### src/rtl/rv32i_pkg.sv
// Shared encodings for the multicycle RV32I control path: FSM states, opcodes,
// immediate formats and ALU operation codes.
package rv32i_pkg;

  typedef enum logic [3:0] {
    S_FETCH,
    S_DECODE,
    S_MEMADR,
    S_MEMREAD,
    S_MEMWB,
    S_MEMWR,
    S_EXECR,
    S_EXECI,
    S_ALUWB,
    S_BEQ,
    S_JAL,
    S_TRAP
  } state_t;

  localparam logic [6:0] OP_LW    = 7'b0000011;
  localparam logic [6:0] OP_SW    = 7'b0100011;
  localparam logic [6:0] OP_RTYPE = 7'b0110011;
  localparam logic [6:0] OP_ITYPE = 7'b0010011;
  localparam logic [6:0] OP_BEQ   = 7'b1100011;
  localparam logic [6:0] OP_JAL   = 7'b1101111;

  localparam logic [1:0] ITY = 2'b00;
  localparam logic [1:0] STY = 2'b01;
  localparam logic [1:0] BTY = 2'b10;
  localparam logic [1:0] JTY = 2'b11;

  localparam logic [1:0] ALUOP_ADD   = 2'b00;
  localparam logic [1:0] ALUOP_SUB   = 2'b01;
  localparam logic [1:0] ALUOP_FUNCT = 2'b10;

  localparam logic [2:0] ALU_ADD = 3'b000;
  localparam logic [2:0] ALU_SUB = 3'b001;
  localparam logic [2:0] ALU_AND = 3'b010;
  localparam logic [2:0] ALU_OR  = 3'b011;
  localparam logic [2:0] ALU_SLT = 3'b101;

  // Only add/sub, slt, or and and are implemented for register and immediate ALU ops.
  function automatic logic funct3_ok(input logic [2:0] f3);
    return (f3 == 3'b000) || (f3 == 3'b010) || (f3 == 3'b110) || (f3 == 3'b111);
  endfunction

endpackage

### src/rtl/aludec.sv
// ALU decoder: turns the FSM's coarse ALU request plus instruction fields
// into the ALU operation select.
module aludec
  import rv32i_pkg::*;
(
  input  logic [1:0] aluop,
  input  logic       op5,
  input  logic [2:0] funct3,
  input  logic       funct7b5,
  output logic [2:0] alucontrol
);

  always_comb begin
    alucontrol = ALU_ADD;
    case (aluop)
      ALUOP_SUB: alucontrol = ALU_SUB;
      ALUOP_FUNCT: begin
        case (funct3)
          // Only R-type (op5=1) with funct7b5 set subtracts; addi never does.
          3'b000:  alucontrol = (op5 && funct7b5) ? ALU_SUB : ALU_ADD;
          3'b010:  alucontrol = ALU_SLT;
          3'b110:  alucontrol = ALU_OR;
          3'b111:  alucontrol = ALU_AND;
          default: alucontrol = ALU_ADD;
        endcase
      end
      default: alucontrol = ALU_ADD;
    endcase
  end

endmodule

### src/rtl/mc_controller.sv
// Multicycle RV32I controller: main FSM, immediate-format decode, sticky
// illegal-instruction flag and retired-instruction counter.
module mc_controller
  import rv32i_pkg::*;
(
  input  logic        clk,
  input  logic        rst_n,
  input  logic [6:0]  op,
  input  logic [2:0]  funct3,
  input  logic        funct7b5,
  input  logic        zero,
  input  logic        mem_ready,
  output logic        pcwrite,
  output logic        adrsrc,
  output logic        memwrite,
  output logic        irwrite,
  output logic        regwrite,
  output logic [1:0]  resultsrc,
  output logic [1:0]  alusrca,
  output logic [1:0]  alusrcb,
  output logic [2:0]  alucontrol,
  output logic [1:0]  immsrc,
  output logic        illegal,
  output logic [31:0] instret
);

  state_t     state, next_state;
  logic [1:0] aluop;
  logic       pcw, memw, irw, regw;
  logic       retire;

  always_ff @(posedge clk or negedge rst_n) begin
    if (!rst_n) state <= S_FETCH;
    else        state <= next_state;
  end

  always_comb begin
    next_state = state;
    pcw        = 1'b0;
    memw       = 1'b0;
    irw        = 1'b0;
    regw       = 1'b0;
    adrsrc     = 1'b0;
    resultsrc  = 2'b00;
    alusrca    = 2'b00;
    alusrcb    = 2'b00;
    aluop      = ALUOP_ADD;
    case (state)
      S_FETCH: begin
        alusrcb   = 2'b10;
        resultsrc = 2'b10;
        if (mem_ready) begin
          irw        = 1'b1;
          pcw        = 1'b1;
          next_state = S_DECODE;
        end
      end
      S_DECODE: begin
        alusrca = 2'b01;
        alusrcb = 2'b01;
        case (op)
          OP_LW, OP_SW: next_state = S_MEMADR;
          OP_RTYPE:     next_state = funct3_ok(funct3) ? S_EXECR : S_TRAP;
          OP_ITYPE:     next_state = funct3_ok(funct3) ? S_EXECI : S_TRAP;
          OP_BEQ:       next_state = (funct3 == 3'b000) ? S_BEQ : S_TRAP;
          OP_JAL:       next_state = S_JAL;
          default:      next_state = S_TRAP;
        endcase
      end
      S_MEMADR: begin
        alusrca    = 2'b10;
        alusrcb    = 2'b01;
        next_state = (op == OP_SW) ? S_MEMWR : S_MEMREAD;
      end
      S_MEMREAD: begin
        adrsrc = 1'b1;
        if (mem_ready) next_state = S_MEMWB;
      end
      S_MEMWB: begin
        resultsrc  = 2'b01;
        regw       = 1'b1;
        next_state = S_FETCH;
      end
      S_MEMWR: begin
        adrsrc = 1'b1;
        memw   = 1'b1;
        if (mem_ready) next_state = S_FETCH;
      end
      S_EXECR: begin
        alusrca    = 2'b10;
        aluop      = ALUOP_FUNCT;
        next_state = S_ALUWB;
      end
      S_EXECI: begin
        alusrca    = 2'b10;
        alusrcb    = 2'b01;
        aluop      = ALUOP_FUNCT;
        next_state = S_ALUWB;
      end
      S_ALUWB: begin
        regw       = 1'b1;
        next_state = S_FETCH;
      end
      S_BEQ: begin
        alusrca    = 2'b10;
        aluop      = ALUOP_SUB;
        pcw        = zero;
        next_state = S_FETCH;
      end
      S_JAL: begin
        alusrca    = 2'b01;
        alusrcb    = 2'b10;
        pcw        = 1'b1;
        next_state = S_ALUWB;
      end
      S_TRAP:  next_state = S_TRAP;
      default: next_state = S_FETCH;
    endcase
  end

  // Write enables are gated by reset so a held MEM_READY cannot leak a write during reset.
  assign pcwrite  = pcw  & rst_n;
  assign memwrite = memw & rst_n;
  assign irwrite  = irw  & rst_n;
  assign regwrite = regw & rst_n;

  always_comb begin
    case (op)
      OP_LW, OP_ITYPE: immsrc = ITY;
      OP_SW:           immsrc = STY;
      OP_BEQ:          immsrc = BTY;
      OP_JAL:          immsrc = JTY;
      default:         immsrc = ITY;
    endcase
  end

  aludec u_aludec (
    .aluop      (aluop),
    .op5        (op[5]),
    .funct3     (funct3),
    .funct7b5   (funct7b5),
    .alucontrol (alucontrol)
  );

  assign retire = (state == S_MEMWB) || (state == S_ALUWB) || (state == S_BEQ) ||
                  ((state == S_MEMWR) && mem_ready);

  always_ff @(posedge clk or negedge rst_n) begin
    if (!rst_n) begin
      illegal <= 1'b0;
      instret <= 32'd0;
    end else begin
      if (next_state == S_TRAP) illegal <= 1'b1;
      if (retire)               instret <= instret + 32'd1;
    end
  end

endmodule

### config.mk
export PLATFORM = sky130hd
export DESIGN_NAME = mc_controller
export DESIGN_NICKNAME = d
export VERILOG_FILES = /design/src/rtl/rv32i_pkg.sv /design/src/rtl/aludec.sv /design/src/rtl/mc_controller.sv
export SDC_FILE = /design/constraint.sdc
export NUM_CORES = 1
export LEC_CHECK = 0
export ABC_AREA = 1
export BUFFER_PORTS_ARGS = -buffer_cell sky130_fd_sc_hd__buf_4
export CAP_MARGIN = 25
export CORE_AREA = 4 4 78 80
export CTS_BUF_LIST = sky130_fd_sc_hd__clkbuf_8
export DETAILED_ROUTE_END_ITERATION = 12
export DIE_AREA = 0 0 82 84
export PLACE_DENSITY = 0.79
export SYNTH_ARGS = -nofsm -noshare
export SYNTH_HDL_FRONTEND = slang
export SYNTH_SLANG_ARGS = --single-unit
### constraint.sdc
create_clock -name clk -period 1.5 [get_ports clk]
set_input_delay 0.3 -clock clk [delete_from_list [all_inputs] [get_ports clk]]
set_output_delay 0.3 -clock clk [all_outputs]
set_load 0.05 [all_outputs]
==> flow_summary_export.csv, run 1 <==
group,metric,value,unit
status,status,"complete, but fails checks",
status,violations,"setup timing",
cells_and_area,drive_above_1_share,38.1,%
worst_setup_path,worst_setup_path_end_kind,"primary output",
worst_setup_path,cp.arrival,1.66,ns
sta,timing.fmax,510,MHz
clock_network,cts_tree,"yes",
detailed_routing,drt_iter0_drc,348,
floorplan,chipHeight,84,um
clock_network,htreeDepth,2,
worst_setup_path,crit_required,1.20,ns
detailed_routing,wl_per_cell,15.1,um
worst_setup_path,r2r-end,"instret[14]",
worst_setup_path,path_cells,"inv_2 -> nand2_2 -> inv_2 -> nand2_4 -> inv_2 -> buf_4 -> nand2_1 -> a31oi_2 -> buf_6",
synth,synth-edff-count,0,
global_route,grt_use_total,26.5,%
sta,setup_viol,48,
synth,synthCells,422,
floorplan,die_area,6890,sq um
min_path,holdCritPathClass,"in -> async",
detailed_routing,dr.pass1.iters,5,
detailed_routing,antenna_left,0,
worst_setup_path,rrSetupSlack,-0.31,ns
floorplan,core_area,5410,sq um
synth,ys_warn_count,0,
pwr,ir_drop,0.911,mV
sta,hold_viol_final,0,
synth,synthArstFlopShare,100,%
worst_setup_path,reg2reg_from,"state[1]",
synth,netlist.area_leader.share,34.2,%
cells_and_area,finalNonFillerCells,602,
clock_network,hold_buffers,0,
worst_setup_path,slowest_stage,"dfrtp_2",
clock_network,cts_buffers,5,
sta,setup_ws,-0.462,ns
sta,period_share,131,%
place,dpl_cell_area,3630,sq um
detailed_routing,drc,0,
sta,fin_crit,1.96,ns
floorplan,die_x,82,um
worst_setup_path,critical_path_class,"reg -> out",
global_route,antenna_found_initial,0,
synth,yosysTopAreaCell,"dfrtp_1",
detailed_routing,finalWirelength,9.07,mm
worst_setup_path,cp-start-kind,"register",
floorplan,rows,27,
place,hpwl,6.28,mm
pwr,power.density,1500,nW/um^2
synth,ys.flop_type,"dfrtp_1",
global_route,grt_pass1_vias,3155,
synth,netlist-cell-type-count,26,
synth,yosysMostFrequentCell,"nand2_1",
detailed_routing,via_per_inst,5.32,
sta,tightestPinTransition,0.476,ns
clock_network,worstSkewPairLatency,0.30,ns
sta,finalMaxSlewViolations,0,
cells_and_area,stdcell_area,4110,sq um
detailed_routing,vias,3202,
synth,ys_ff_latch,37,
global_route,grt_max_degree,38,
synth,netlist_top_cells_area,"dfrtp_1 (34%), nand2_1 (27%), nor2_1 (8.9%), inv_1 (4.4%), nand3b_1 (4.2%)",
pwr,total_power,6.16,mW
clock_network,clock_path_buffers,2,
sta,slew_headroom,67.9,%
cells_and_area,nNetsFinal,547,
synth,yosys-top-cells-count,"nand2_1 (196), nor2_1 (64), dfrtp_1 (37)",
clock_network,cts.sinks,37,
run,maxCapViolCount,0,
clock_network,clk_pin_slew,0.08,ns
place,numPlacedInstances,583,
floorplan,io_pins,64,
sta,fin_skew,0.00752,ns
sta,rsz0062_at_grt,"true",
cells_and_area,diodes,0,
synth,synth_area_per_cell,6.42,sq um
global_route,grt_first_pass_wirelength,14.4,mm
global_route,overflow,0,
cells_and_area,syn2layout_area_growth,51.6,%
synth,synth_area,2710,sq um
place,portBuffers,63,
place,place_congestion,0.943,
synth,synth_nets,440,
worst_setup_path,path_max_fanout,4,
place,dpl_worst_slack,-0.206,ns
sta,fin_setup_tns,-11.20,ns
worst_setup_path,worstRegToRegCells,8,
pwr,leakage,2.05,nW
worst_setup_path,cpPeakStageDelay,0.44,ns
worst_setup_path,crit_top_cell,"inv_2",
floorplan,start_util,50.1,%
synth,synth-seq-area-share,34.2,%
clock_network,cts-root-buf,"clkbuf_8",
[how the worst max path moves through the flow]
stage | from | to | slack, ns | cells after the start
CTS | state[3] | alucontrol[1] | -0.40 | 7
floorplan | state[0] | alucontrol[1] | -0.29 | 6
global route | state[2] | pcwrite | -0.51 | 9
detailed placement | state[3] | alucontrol[1] | -0.21 | 7
global placement | state[3] | alucontrol[1] | -0.15 | 7
finish | state[2] | pcwrite | -0.46 | 9
[registers in the layout (all words and copies together), names as in the netlist]
signal   cells
instret     32
illegal      1
state        4
[cell type report]
cell class | count | area, sq um
clock inverter | 3 | 65.1
sequential | 37 | 957
tap | 72 | 90.1
multi-input combinational | 343 | 1840
clock buffer | 5 | 68.8
inverter | 37 | 144
fill | 415 | 1300
timing repair buffer | 105 | 941
[report_power, final]
group	internal [mW]	switching (mW)
clock network	0.661	0.379
registers	1.13	0.172
logic	1.57	2.25
total	3.36	2.80
[worst max-delay path, delay by kind of cell (launching register included)]
family / cells / cell delay [ns]
compound gates: 1 / 0.19
flops: 1 / 0.44
simple gates: 3 / 0.19
buf+inv: 5 / 0.54
[layout by cell type (no fill, tap or decap), drive strengths merged]
cell / n
bufinv: 2
nor3: 5
clkinv: 1
nand2: 204
buf: 105
o21bai: 1
o21ai: 7
dfrtp: 37
ha: 3
nor2: 70
a21oi: 2
inv: 37
nand3b: 15
o211ai: 2
xnor2: 9
a31oi: 1
nand3: 17
xor2: 6
clkbuf: 5
nand4: 1
[metrics by stage]
step,util (%),hold WS (ns)
after global placement,67.2,0.385
final,76.0,0.0558
after detailed placement,67.2,0.393
after global routing,76.0,0.0934
after floorplan,-,0.00441
after CTS,74.2,0.0767
[repair_timing]
action | in CTS | in global routing
setup buffers | 9 | 2
hold endpoints to repair | 0 | 0
endpoints found under the setup margin | 47 | 50
gates resized for setup | 43 | 23
pin swaps | 7 | 10
gates cloned | 1 | 0
[cells by family (layout without fill, tap and decap cells)]
group	Yosys count	in the layout	share of synthesized area, %
flip-flops	37	37	34.2
AO/OA/AOI/OAI	13	13	2.72
adder cells (fa/ha/maj)	3	3	1.39
buffers and inverters	42	150	6.69
XOR/XNOR	15	15	6.51
AND/OR/NAND/NOR	312	312	48.5
[metal layers]
layer  vias to the layer above  routed length [um]  track usage (%)
li1                       1516                   -                -
met3                        30                 554             3.35
met2                       146                4550             46.2
met5                         -                   0                0
met4                         0                 269             8.46
met1                      1510                3690             33.1
Note: power is estimated with default switching activity, not from simulation.
==> inputs of run 2 (changes only) <==
Settings changed: CORE_AREA 4 4 78 80 to 2 2 78 80, CTS_BUF_LIST sky130_fd_sc_hd__clkbuf_8 to not set, DIE_AREA 0 0 82 84 to 0 0 80 82, PLACE_DENSITY 0.79 to 0.76.
==> flow_summary_export.csv, run 2 (synthesis gave the netlist of run 1 again) <==
group,metric,value,unit
floorplan,rows,28,
sta,slew_headroom,67.4,%
worst_setup_path,worstRegToRegCells,12,
status,violations,"setup timing",
sta,setup_ws,-0.439,ns
detailed_routing,drt_iter0_drc,257,
detailed_routing,antenna_left,0,
cells_and_area,syn2layout_area_growth,49.9,%
worst_setup_path,rrSetupSlack,-0.24,ns
cells_and_area,finalCoreUtilization,70.7,%
sta,tightestPinTransition,0.489,ns
clock_network,clock_path_buffers,2,
sta,timing.fmax,516,MHz
clock_network,cts.sinks,37,
cells_and_area,fill_cells,481,
sta,period_share,129,%
cells_and_area,multi_input_area,1780,sq um
worst_setup_path,reg2reg_from,"state[2]",
place,portBuffers,63,
place,dpl_worst_slack,-0.215,ns
worst_setup_path,path_max_fanout,3,
worst_setup_path,slowest_stage,"dfrtp_1",
cells_and_area,stdcell_area,4060,sq um
detailed_routing,dr.pass1.iters,4,
worst_setup_path,critical_path_class,"reg -> out",
detailed_routing,finalWirelength,8.35,mm
worst_setup_path,cp.arrival,1.64,ns
floorplan,chipHeight,82,um
worst_setup_path,r2r-end,"instret[23]",
floorplan,die_area,6560,sq um
worst_setup_path,worst_setup_path_end_kind,"primary output",
clock_network,worstSkewPairLatency,0.30,ns
clock_network,hold_buffers,0,
place,dpl_cell_area,3650,sq um
run,maxCapViolCount,0,
worst_setup_path,cp-endpoint,"pcwrite",
detailed_routing,wl_per_cell,13.7,um
sta,setup_viol,48,
place,hpwl,6.08,mm
cells_and_area,drive_above_1_share,37.0,%
cells_and_area,nNetsFinal,552,
cells_and_area,largest-register,"instret",
cells_and_area,layout_common_cells,"nand2_1 (191), buf_4 (84), nor2_1 (55)",
sta,finalMaxSlewViolations,0,
clock_network,cts_tree,"yes",
place,numPlacedInstances,591,
pwr,total_power,5.89,mW
detailed_routing,vias,3054,
global_route,grt_max_degree,38,
pwr,ir_drop,0.865,mV
sta,fin_hold_ws,0.0548,ns
worst_setup_path,cp-start-kind,"register",
cells_and_area,reg_top3,"instret (32), state (4), illegal (1)",
sta,fin_crit,1.94,ns
global_route,grt_first_pass_wirelength,13.9,mm
global_route,overflow,0,
floorplan,core_area,5750,sq um
detailed_routing,via_per_inst,5.01,
worst_setup_path,crit_top_cell,"inv_2",
clock_network,cts-root-buf,"clkbuf_8",
worst_setup_path,cp-startpoint,"state[2]",
sta,hold_viol_final,0,
floorplan,die_x,80,um
cells_and_area,finalNonFillerCells,610,
clock_network,htreeDepth,2,
detailed_routing,drc,0,
worst_setup_path,cpPeakStageDelay,0.42,ns
global_route,grt_pass1_vias,2990,
cells_and_area,largest_reg_flops,32,
worst_setup_path,path_cells,"inv_2 -> nand2_1 -> buf_4 -> nor3_4 -> inv_2 -> a31oi_2 -> buf_6",
place,place_congestion,0.932,
sta,fin_skew,0.00745,ns
min_path,holdCritPathClass,"in -> async",
clock_network,cts_buffers,5,
sta,rsz0062_at_grt,"true",
status,status,"complete, but fails checks",
sta,fin_setup_tns,-9.55,ns
pwr,power.density,1450,nW/um^2
cells_and_area,final_common_cell,"nand2_1",
global_route,antenna_found_initial,0,
cells_and_area,seq_area,957,sq um
global_route,grt_use_total,27.1,%
clock_network,clk_pin_slew,0.08,ns
floorplan,io_pins,64,
cells_and_area,diodes,0,
worst_setup_path,crit_required,1.20,ns
floorplan,start_util,47.2,%
pwr,leakage,2.03,nW
## run 2: changes by cell type in the layout (fill, tap and decap cells not counted), moves of 2 or more
cell | before | now
nor2_4 | 8 | 6
nand3_4 | 3 | 1
clkbuf_1 | 0 | 2
bufinv_16 | 2 | 0
nor2_2 | 6 | 9
buf_6 | 12 | 19
nand3_1 | 10 | 13
nand2_1 | 188 | 191
buf_8 | 5 | 1
inv_2 | 11 | 9
nand2_4 | 4 | 0
inv_1 | 24 | 26
## run 2: layout make-up
class	instances	area share (%)
repair buffers	110	24.6
multi-input cells	343	43.7
clock buffers	8	2.22
inverters	37	3.54
well taps	75	2.31
flip-flops and latches	37	23.6
## run 2: critical path, delay by kind of cell (launching register included)
kind            cells  cell delay, ns
compound gates      1            0.19
buf+inv             4            0.50
flops               1            0.42
simple gates        2            0.24
## run 2: routing by layer
layer / global-route usage [%] / up-vias / wire length (um)
met4: 8.47 / 0 / 173
li1: - / 1521 / -
met5: 0 / - / 0
met2: 47.3 / 99 / 4030
met3: 4.73 / 19 / 550
met1: 34.4 / 1415 / 3590
## run 2: worst min-delay path by stage
stage          slack [ns]  cells after the start     endpoint
2_1_floorplan       0.004                      0      illegal
3_3_place_gp         0.39                      2  instret[10]
3_5_place_dp         0.40                      2  instret[10]
4_1_cts              0.08                      2  instret[10]
5_1_grt              0.10                      2  instret[10]
6_report             0.05                      2  instret[10]
## run 2: power by group
| part | total, mW | internal (mW) | switching (mW) |
|---|---|---|---|
| Clock | 0.736 | 0.375 | 0.361 |
| Combinational | 3.86 | 1.76 | 2.10 |
| Sequential | 1.29 | 1.13 | 0.159 |
| Total | 5.89 | 3.26 | 2.62 |
## run 2: repair_timing
item / in CTS / in global routing
pin swaps: 4 / 5
cloned: 2 / 0
setup buffers: 9 / 2
gates resized for setup: 40 / 14
setup endpoints to repair: 47 / 50
==> inputs of run 3 (changes only) <==
Settings changed: CELL_PAD_IN_SITES_DETAIL_PLACEMENT set to 2, CELL_PAD_IN_SITES_GLOBAL_PLACEMENT set to 2, CORE_AREA 2 2 78 80 to 2 2 106 108, DIE_AREA 0 0 80 82 to 0 0 108 110, MAX_ROUTING_LAYER set to met4.
==> flow_summary_export.csv, run 3 (synthesis gave the netlist of run 1 again) <==
group,metric,value,unit
worst_setup_path,rrSetupSlack,-0.53,ns
sta,setup_ws,-0.614,ns
detailed_routing,drc,0,
clock_network,worstSkewPairLatency,0.32,ns
status,violations,"setup timing",
cells_and_area,fill_cells,1212,
pwr,leakage,2.37,nW
place,place_congestion,0.856,
global_route,overflow,0,
floorplan,rows,38,
global_route,grt_pass1_vias,3781,
sta,finalMaxSlewViolations,0,
place,dpl_cell_area,3810,sq um
sta,timing.fmax,473,MHz
detailed_routing,wl_per_cell,23.0,um
sta,rsz0062_at_grt,"true",
sta,fin_crit,2.11,ns
clock_network,htreeDepth,2,
cells_and_area,final_common_cell,"nand2_1",
sta,setup_viol,51,
floorplan,chipHeight,110,um
worst_setup_path,path_cells,"inv_1 -> buf_4 -> nor3_4 -> inv_4 -> a31oi_4 -> buf_6",
place,hpwl,8.91,mm
cells_and_area,largest-register,"instret",
clock_network,clock_path_buffers,2,
sta,fin_skew,0.0163,ns
status,status,"complete, but fails checks",
worst_setup_path,cp-start-kind,"register",
floorplan,start_util,25.3,%
detailed_routing,via_per_inst,4.89,
detailed_routing,vias,3436,
run,maxCapViolCount,0,
detailed_routing,antenna_left,0,
cells_and_area,largest_reg_flops,32,
sta,period_share,141,%
detailed_routing,drt_iter0_drc,183,
floorplan,die_x,108,um
detailed_routing,finalWirelength,16.2,mm
cells_and_area,reg_top3,"instret (32), state (4), illegal (1)",
worst_setup_path,slowest_stage,"dfrtp_2",
global_route,antenna_found_initial,0,
floorplan,core_area,10700,sq um
sta,tightestPinTransition,0.544,ns
clock_network,cts_tree,"yes",
floorplan,die_area,11900,sq um
clock_network,cts-root-buf,"clkbuf_8",
min_path,holdCritPathClass,"in -> async",
detailed_routing,dr.pass1.iters,4,
cells_and_area,diodes,0,
clock_network,cts.sinks,37,
clock_network,clk_pin_slew,0.10,ns
sta,slew_headroom,63.7,%
worst_setup_path,cpPeakStageDelay,0.46,ns
worst_setup_path,critical_path_class,"reg -> out",
pwr,ir_drop,0.811,mV
global_route,grt_first_pass_wirelength,20.4,mm
cells_and_area,stdcell_area,4770,sq um
place,dpl_worst_slack,-0.252,ns
worst_setup_path,crit_required,1.20,ns
cells_and_area,drive_above_1_share,45.1,%
clock_network,cts_buffers,5,
sta,hold_viol_final,0,
cells_and_area,nNetsFinal,580,
worst_setup_path,cp.arrival,1.81,ns
global_route,grt_max_degree,38,
cells_and_area,finalCoreUtilization,44.6,%
global_route,grt_use_total,23.3,%
worst_setup_path,worst_setup_path_end_kind,"primary output",
pwr,power.density,1670,nW/um^2
cells_and_area,syn2layout_area_growth,75.9,%
place,portBuffers,63,
worst_setup_path,path_max_fanout,4,
cells_and_area,layout_common_cells,"nand2_1 (182), buf_4 (93), nor2_1 (53)",
floorplan,io_pins,64,
==> run 3: changes by cell type in the layout (fill, tap and decap cells not counted), sizes merged <==
cell / change
buf: +29
clkbuf: -1
bufbuf: -1
bufinv: +1
==> run 3: critical path, delay by kind of cell (launching register included) <==
family          cells  cell delay, ns
buf+inv             4            0.58
flops               1            0.46
simple gates        1            0.23
compound gates      1            0.21
==> run 3: layout make-up <==
cell class,instances,area [sq um],area share [%]
Sequential cell,37,958,20.1
Multi-Input combinational cell,343,2030,42.5
Timing Repair Buffer,138,1340,28.0
Tap cell,140,175,3.67
Clock inverter,1,30.0,0.630
Clock buffer,7,86.3,1.81
Inverter,37,156,3.28
==> run 3: per-stage QoR <==
stage	cells	total power, mW	TNS (ns)	hold slack [ns]
5_1_grt	703	8.17	-23.98	0.0891
6_report	703	7.95	-21.04	0.0534
2_1_floorplan	422	3.07	-1.13	0.00441
4_1_cts	689	6.72	-13.84	0.0920
3_5_place_dp	667	4.42	-4.42	0.430
3_3_place_gp	667	4.28	-0.947	0.421
==> run 3: path summary, 6_finish.rpt <==
path                       startpoint          to  cells past startpoint
max                          state[1]     pcwrite                      6
min                             rst_n  instret[7]                      2
min in group clk                op[4]    state[2]                      3
max in group asynchronous       rst_n  instret[0]                      2
min reg2reg                instret[2]  instret[2]                      1
max reg2reg                  state[3]     illegal                     12
==> run 3: what timing repair did <==
item,4_1_cts,5_1_grt
endpoints found under the setup margin,50,51
gates cloned,3,0
hold buffers,0,0
gates resized for setup,75,62
pin swaps,10,24
setup buffers,11,15
==> run 3: power by group <==
part | switching, mW | leakage, nW | total, mW | internal [mW]
sequential | 0.224 | 0.462 | 1.36 | 1.13
clock | 0.449 | 0.0585 | 0.993 | 0.544
combinational | 3.09 | 1.85 | 5.60 | 2.51
==> run 3: per-layer routing <==
layer,track usage [%],vias to the layer above,part of all wire (%)
met4,7.05,0,4.7
met3,2.76,44,3.2
li1,-,1575,-
met1,25.9,1724,38
met5,-,-,0
met2,43.7,93,54
